## src/rtl/alu_vec_sequencer_if.sv

```systemverilog
// ---------------------------------------------------------------------------
// alu_vec_sequencer_if
//   Bundles every non-clock/reset signal of alu_vec_sequencer.
//   - request side : req_valid/req_ready handshake carrying req_a, req_b and
//                    req_select (lane k of an operand = bits [k*WIDTH +: WIDTH])
//   - ALU side     : alu_en/alu_a/alu_b/alu_select out, alu_out/alu_carry_out in
//   - result side  : res_valid/res_ready handshake carrying res_data
//                    (lane k = bits [k*8 +: 8]) and res_carry (one bit per lane)
//   - status       : busy, dbg_state (raw FSM state encoding)
//   modport slave  : the sequencer's view
//   modport master : the environment's view (requester, ALU and consumer)
// ---------------------------------------------------------------------------
interface alu_vec_sequencer_if #(
    parameter int WIDTH  = 4,
    parameter int N_LANE = 4
);
    logic                      req_valid;
    logic                      req_ready;
    logic [WIDTH*N_LANE-1:0]   req_a;
    logic [WIDTH*N_LANE-1:0]   req_b;
    logic [2:0]                req_select;

    logic                      alu_en;
    logic [WIDTH-1:0]          alu_a;
    logic [WIDTH-1:0]          alu_b;
    logic [2:0]                alu_select;
    logic [7:0]                alu_out;
    logic                      alu_carry_out;

    logic                      res_valid;
    logic                      res_ready;
    logic [8*N_LANE-1:0]       res_data;
    logic [N_LANE-1:0]         res_carry;

    logic                      busy;
    logic [1:0]                dbg_state;

    modport slave (
        input  req_valid, req_a, req_b, req_select,
        input  alu_out, alu_carry_out,
        input  res_ready,
        output req_ready,
        output alu_en, alu_a, alu_b, alu_select,
        output res_valid, res_data, res_carry,
        output busy, dbg_state
    );

    modport master (
        output req_valid, req_a, req_b, req_select,
        output alu_out, alu_carry_out,
        output res_ready,
        input  req_ready,
        input  alu_en, alu_a, alu_b, alu_select,
        input  res_valid, res_data, res_carry,
        input  busy, dbg_state
    );
endinterface

```

## src/rtl/alu_vec_sequencer.sv

```systemverilog
// ---------------------------------------------------------------------------
// alu_vec_sequencer
//   Accepts one vector request (N_LANE lanes of WIDTH-bit operands plus one
//   opcode), issues the lanes one per cycle to a shared pipelined ALU with a
//   fixed result latency of ALU_LAT cycles, gathers the 8-bit lane results and
//   per-lane carries, and presents the assembled vector on the result port.
//
// Ports
//   clk   : rising-edge clock
//   arst  : synchronous active-high reset (aborts any operation in flight)
//   bus   : alu_vec_sequencer_if.slave (request, ALU, result, status signals)
//
// Handshakes: a transfer happens on a rising edge where valid && ready are
// both high. The request side is ready only in IDLE; the result side holds
// res_valid and its payload stable in DONE until res_ready is seen. Neither
// valid depends combinationally on the corresponding ready.
//
// Latency is data independent: a request accepted in cycle T produces
// res_valid first in cycle T + N_LANE + ALU_LAT + 1.
// ---------------------------------------------------------------------------
module alu_vec_sequencer #(
    parameter int WIDTH   = 4,
    parameter int N_LANE  = 4,
    parameter int ALU_LAT = 1
) (
    input  logic               clk,
    input  logic               arst,
    alu_vec_sequencer_if.slave bus
);

    localparam int CW = (N_LANE > 1) ? $clog2(N_LANE) : 1;
    localparam logic [CW-1:0] LAST_LANE = CW'(N_LANE - 1);

    typedef enum logic [1:0] {
        IDLE  = 2'd0,
        ISSUE = 2'd1,
        DRAIN = 2'd2,
        DONE  = 2'd3
    } state_t;

    state_t                       state_q, state_d;
    logic [CW-1:0]                cnt_q, cnt_d;
    logic [WIDTH*N_LANE-1:0]      a_q, a_d;
    logic [WIDTH*N_LANE-1:0]      b_q, b_d;
    logic [2:0]                   op_q, op_d;
    logic [8*N_LANE-1:0]          data_q, data_d;
    logic [N_LANE-1:0]            carry_q, carry_d;

    // Capture tracker: entry ALU_LAT-1 names the lane whose result is on
    // alu_out in the current cycle.
    logic [ALU_LAT-1:0]           pipe_vld_q, pipe_vld_d;
    logic [ALU_LAT-1:0][CW-1:0]   pipe_idx_q, pipe_idx_d;

    logic                         issuing;
    logic                         cap_vld;
    logic [CW-1:0]                cap_idx;
    logic [WIDTH-1:0]             lane_a;
    logic [WIDTH-1:0]             lane_b;

    assign issuing = (state_q == ISSUE);
    assign cap_vld = pipe_vld_q[ALU_LAT-1];
    assign cap_idx = pipe_idx_q[ALU_LAT-1];

    // Lane operand selection; forced to zero outside ISSUE.
    always_comb begin
        lane_a = '0;
        lane_b = '0;
        if (issuing) begin
            for (int k = 0; k < N_LANE; k++) begin
                if (cnt_q == CW'(k)) begin
                    lane_a = a_q[k*WIDTH +: WIDTH];
                    lane_b = b_q[k*WIDTH +: WIDTH];
                end
            end
        end
    end

    // Next-state and datapath updates.
    always_comb begin
        state_d    = state_q;
        cnt_d      = cnt_q;
        a_d        = a_q;
        b_d        = b_q;
        op_d       = op_q;
        data_d     = data_q;
        carry_d    = carry_q;
        pipe_vld_d = '0;
        pipe_idx_d = '0;

        pipe_vld_d[0] = issuing;
        pipe_idx_d[0] = cnt_q;
        for (int i = 1; i < ALU_LAT; i++) begin
            pipe_vld_d[i] = pipe_vld_q[i-1];
            pipe_idx_d[i] = pipe_idx_q[i-1];
        end

        // Write the returning lane into its slot; other lanes keep their value.
        if (cap_vld) begin
            for (int k = 0; k < N_LANE; k++) begin
                if (cap_idx == CW'(k)) begin
                    data_d[k*8 +: 8] = bus.alu_out;
                    carry_d[k]       = bus.alu_carry_out;
                end
            end
        end

        case (state_q)
            IDLE: begin
                if (bus.req_valid) begin
                    a_d     = bus.req_a;
                    b_d     = bus.req_b;
                    op_d    = bus.req_select;
                    data_d  = '0;
                    carry_d = '0;
                    cnt_d   = '0;
                    state_d = ISSUE;
                end
            end
            ISSUE: begin
                // The counter stops at the last lane instead of wrapping.
                if (cnt_q == LAST_LANE) begin
                    state_d = DRAIN;
                end else begin
                    cnt_d = cnt_q + CW'(1);
                end
            end
            DRAIN: begin
                if (cap_vld && (cap_idx == LAST_LANE)) begin
                    state_d = DONE;
                end
            end
            DONE: begin
                if (bus.res_ready) begin
                    state_d = IDLE;
                end
            end
            default: state_d = IDLE;
        endcase
    end

    always_ff @(posedge clk) begin
        if (arst) begin
            state_q    <= IDLE;
            cnt_q      <= '0;
            a_q        <= '0;
            b_q        <= '0;
            op_q       <= '0;
            data_q     <= '0;
            carry_q    <= '0;
            pipe_vld_q <= '0;
            pipe_idx_q <= '0;
        end else begin
            state_q    <= state_d;
            cnt_q      <= cnt_d;
            a_q        <= a_d;
            b_q        <= b_d;
            op_q       <= op_d;
            data_q     <= data_d;
            carry_q    <= carry_d;
            pipe_vld_q <= pipe_vld_d;
            pipe_idx_q <= pipe_idx_d;
        end
    end

    assign bus.req_ready  = (state_q == IDLE);
    assign bus.busy       = (state_q != IDLE);
    assign bus.res_valid  = (state_q == DONE);
    assign bus.res_data   = data_q;
    assign bus.res_carry  = carry_q;
    assign bus.alu_en     = issuing;
    assign bus.alu_a      = lane_a;
    assign bus.alu_b      = lane_b;
    assign bus.alu_select = ((state_q == ISSUE) || (state_q == DRAIN)) ? op_q : 3'd0;
    assign bus.dbg_state  = state_q;

endmodule

```

## src/flat_wrapper.sv

```systemverilog
// flat-port wrapper written by rule: the top's interface ports become plain ports
module alu_vec_sequencer_flat 
#(
    parameter int WIDTH   = 4,
    parameter int N_LANE  = 4,
    parameter int ALU_LAT = 1
)
  (clk, arst, bus_req_valid, bus_req_a, bus_req_b, bus_req_select, bus_alu_out, bus_alu_carry_out, bus_res_ready, bus_req_ready, bus_alu_en, bus_alu_a, bus_alu_b, bus_alu_select, bus_res_valid, bus_res_data, bus_res_carry, bus_busy, bus_dbg_state);
  alu_vec_sequencer_if #(.WIDTH(WIDTH), .N_LANE(N_LANE)) bus_i ();
  input  logic clk;
  input  logic arst;
  input wire logic [$bits(bus_i.req_valid)-1:0] bus_req_valid;
  input wire logic [$bits(bus_i.req_a)-1:0] bus_req_a;
  input wire logic [$bits(bus_i.req_b)-1:0] bus_req_b;
  input wire logic [$bits(bus_i.req_select)-1:0] bus_req_select;
  input wire logic [$bits(bus_i.alu_out)-1:0] bus_alu_out;
  input wire logic [$bits(bus_i.alu_carry_out)-1:0] bus_alu_carry_out;
  input wire logic [$bits(bus_i.res_ready)-1:0] bus_res_ready;
  output wire logic [$bits(bus_i.req_ready)-1:0] bus_req_ready;
  output wire logic [$bits(bus_i.alu_en)-1:0] bus_alu_en;
  output wire logic [$bits(bus_i.alu_a)-1:0] bus_alu_a;
  output wire logic [$bits(bus_i.alu_b)-1:0] bus_alu_b;
  output wire logic [$bits(bus_i.alu_select)-1:0] bus_alu_select;
  output wire logic [$bits(bus_i.res_valid)-1:0] bus_res_valid;
  output wire logic [$bits(bus_i.res_data)-1:0] bus_res_data;
  output wire logic [$bits(bus_i.res_carry)-1:0] bus_res_carry;
  output wire logic [$bits(bus_i.busy)-1:0] bus_busy;
  output wire logic [$bits(bus_i.dbg_state)-1:0] bus_dbg_state;
  assign bus_i.req_valid = bus_req_valid;
  assign bus_i.req_a = bus_req_a;
  assign bus_i.req_b = bus_req_b;
  assign bus_i.req_select = bus_req_select;
  assign bus_i.alu_out = bus_alu_out;
  assign bus_i.alu_carry_out = bus_alu_carry_out;
  assign bus_i.res_ready = bus_res_ready;
  assign bus_req_ready = bus_i.req_ready;
  assign bus_alu_en = bus_i.alu_en;
  assign bus_alu_a = bus_i.alu_a;
  assign bus_alu_b = bus_i.alu_b;
  assign bus_alu_select = bus_i.alu_select;
  assign bus_res_valid = bus_i.res_valid;
  assign bus_res_data = bus_i.res_data;
  assign bus_res_carry = bus_i.res_carry;
  assign bus_busy = bus_i.busy;
  assign bus_dbg_state = bus_i.dbg_state;
  alu_vec_sequencer #(.WIDTH(WIDTH), .N_LANE(N_LANE), .ALU_LAT(ALU_LAT)) u_core (.clk(clk), .arst(arst), .bus(bus_i));
endmodule
```

## config.mk

```make
export PLATFORM = sky130hd
export DESIGN_NAME = alu_vec_sequencer_flat
export DESIGN_NICKNAME = d
export VERILOG_FILES = /design/src/rtl/alu_vec_sequencer_if.sv /design/src/rtl/alu_vec_sequencer.sv /design/src/flat_wrapper.sv
export SDC_FILE = /design/constraint.sdc
export NUM_CORES = 1
export LEC_CHECK = 0
export BUFFER_PORTS_ARGS = -buffer_cell sky130_fd_sc_hd__buf_2
export CAP_MARGIN = 20
export CORE_MARGIN = 2
export CORE_UTILIZATION = 50
export DETAILED_ROUTE_END_ITERATION = 12
export GPL_TIMING_DRIVEN = 0
export PLACE_DENSITY = 0.74
export SKIP_CTS_REPAIR_TIMING = 1
export SLEW_MARGIN = 20
export SYNTH_ARGS = -nofsm -noshare
export SYNTH_HDL_FRONTEND = slang
export SYNTH_SLANG_ARGS = --single-unit
```

## constraint.sdc

```tcl
create_clock -name clk -period 1.8 [get_ports clk]
set_input_delay 0.27 -clock clk [delete_from_list [all_inputs] [get_ports clk]]
set_output_delay 0.27 -clock clk [all_outputs]
set_load 0.01 [all_outputs]
```

==> flow_summary.ini <==
[status]
status = finished, violations left
violations = negative setup slack

[logic_synthesis]
ys_seq_area_share_pct = 48.7
syn_area_um2 = 3210
yosysMostFrequentCell = nand2_1
async_flop_share_pct = 0
synth_edf_count = 0
synth.avg_cell_area_um2 = 7.92
synth_nets = 461
ys.flop_type = dfxtp_1
synth_area_leader_cell = dfxtp_1
yosys.area.top_type_share_pct = 48.7
ys_ff_latch = 78
netlist_instances = 405
ys_types = 26
synth_area_leaders = dfxtp_1 (49%), nand2_1 (14%), a21oi_1 (11%), mux2i_1 (5.9%), nor2_1 (3.9%)
synth_commonest_cells = nand2_1 (116), dfxtp_1 (78), a21oi_1 (71)
yosys_warnings = 0

[global_routing]
overflow = 0
grt_max_degree = 16
grt_usage_pct = 23.7
antenna_found_initial = 0
grt_pass1_wl_mm = 13.5
first_global_vias = 3058

[sta]
fin_skew_ns = 0.00779
rsz0062_at_grt = yes
setup_viol = 8
slew_headroom_pct = 61.1
finalHoldViolations = 0
setup_ws_ns = -0.276
whs_ns = 0.141
finalCritPeriodShare_pct = 115
period_needed_ns = 2.08
worst_slew_pin_slew_ns = 0.582
fmax_mhz = 482
maxSlewViolCount = 0

[setup_path]
max_stage_delay_ns = 0.41
cp-start-kind = register
cp_max_fo = 10
arrival_ns = 1.81
cp_slowest_cell = dfxtp_4
cp.required_ns = 1.53
crit_family = buffers and inverters
endpoint_kind = output port
critPathBufInv = 3
worstSetupPathType = reg2out
critical_path.cell_chain = clkinvlp_4 -> ha_4 -> buf_6 -> a21oi_1 -> a22oi_1 -> nor2_1 -> buf_2

[clock_tree]
cts.sink_count = 78
clkTransAtPathRegs_ns = 0.08
clkLatencyLatePin_ns = 0.36
cts_buffers = 9
clockBufferDepth = 2
cts-root-buf = clkbuf_8
cts_tree = built
htreeDepth = 3

[power_and_ir_drop]
p_total_mw = 4.73
p_leak_nw = 1.80
powerDensity_nw_per_um2 = 1150
ir_drop_v = 0.000630

[floorplan]
die_area_um2 = 7070
ios = 101
dieHeight_um = 84.1
die_w_um = 84.1
core_area_um2 = 6280
initial_core_util_pct = 51.1
rows = 29

[place]
portBuffers = 99
dp_hpwl_mm = 5.80
place_ws_ns = -0.350
place_congestion = 0.830

[routing]
num_vias = 3067
wl_per_cell_um = 13.4
vias_per_cell = 5.12
remaining_drc_errors = 0
first_pass_iters = 4
finalWirelength_mm = 8.04
drt_iter0_drc = 122
antenna_left = 0

[job]
maxCapViolCount = 0

[layout]
drive_gt1_share_pct = 30.1
areaGrowthSynthToFinish_pct = 28.4
nets = 573
diodes = 0

[min_path]
min_path_type = in2reg
[area by class of cell]
class | count | area [um^2]
buffer | 24 | 128
clock buffer | 9 | 124
clock inverter | 7 | 56.3
fill | 563 | 2160
inverter | 14 | 60.1
multi-input combinational | 287 | 1560
sequential | 78 | 1570
tap | 77 | 96.3
timing repair buffer | 102 | 522
timing repair inverter | 1 | 5.00
[kinds of logic (layout without fill, tap and decap cells)]
kind of cell | after synthesis | count (layout) | share of synthesized area (%)
muxes | 19 | 19 | 5.93
buffers and inverters | 40 | 157 | 4.92
AOI/OAI and AO/OA | 92 | 92 | 15.8
and+or+nand+nor | 168 | 168 | 21.6
adders and majority gates | 8 | 8 | 3.12
DFF | 78 | 78 | 48.7
[flip-flops by register name, indices dropped and copies added, names as in the netlist]
name,count
u_core.bus.res_carry,4
u_core.cnt_q,2
u_core.op_q,3
u_core.bus.res_data,32
u_core.cap_idx,2
u_core.a_q,16
u_core.cap_vld,1
u_core.bus.dbg_state,2
u_core.b_q,16
[path summary, 6_finish.rpt]
path	startpoint	endpoint	slack [ns]	depth (start not counted)
setup / recovery	u_core.cnt_q[0]	bus_alu_a[3]	-0.28	7
hold / removal	bus_req_b[8]	u_core.b_q[8]	0.14	3
setup reg to reg	u_core.bus.dbg_state[1]	u_core.bus.dbg_state[1]	0.17	6
hold reg to reg	u_core.bus.res_carry[3]	u_core.bus.res_carry[3]	0.46	2
[metrics by stage]
step	setup TNS [ns]	cell area (um^2)	cells	utilization, %
final	-1.91	4120	599	65.6
after global routing	-2.62	4120	599	65.6
after CTS	-6.89	3980	597	63.4
after detailed placement	-3.41	3800	581	60.5
after global placement	-2.58	3800	581	60.5
after floorplan	0	3210	405	-
[power by group]
part	switching (mW)	total (mW)	internal, mW
Combinational	0.874	1.45	0.580
Sequential	0.138	2.06	1.92
Clock	0.702	1.22	0.514
Total	1.71	4.73	3.01
[metal layers]
layer / vias to the layer above / GRT usage [%] / share of wire, %
li1: 1548 / - / -
met1: 1399 / 28.1 / 43
met2: 107 / 40.8 / 49
met3: 13 / 5.04 / 6.1
met4: 0 / 11.3 / 2.2
met5: - / 0 / 0
[cells in the final DEF (no fill, tap or decap), types with 6 or more instances in the layout]
cell type,synthesis,final
a21oi_1,71,66
a22oi_1,8,8
buf_2,6,106
clkbuf_1,20,8
clkbuf_8,0,9
clkinvlp_4,0,6
dfxtp_1,78,75
inv_1,13,11
mux2i_1,19,19
nand2_1,116,114
nor2_1,33,33
[worst register-to-register path: stages, from the launching register on]
cell and delay [ns]:
dfxtp_1 0.39, inv_1 0.09, ha_2 0.24, nor2b_1 0.19
a2111oi_4 0.31, mux2i_1 0.23, nor2_1 0.05
(Power assumes the default switching activity.)
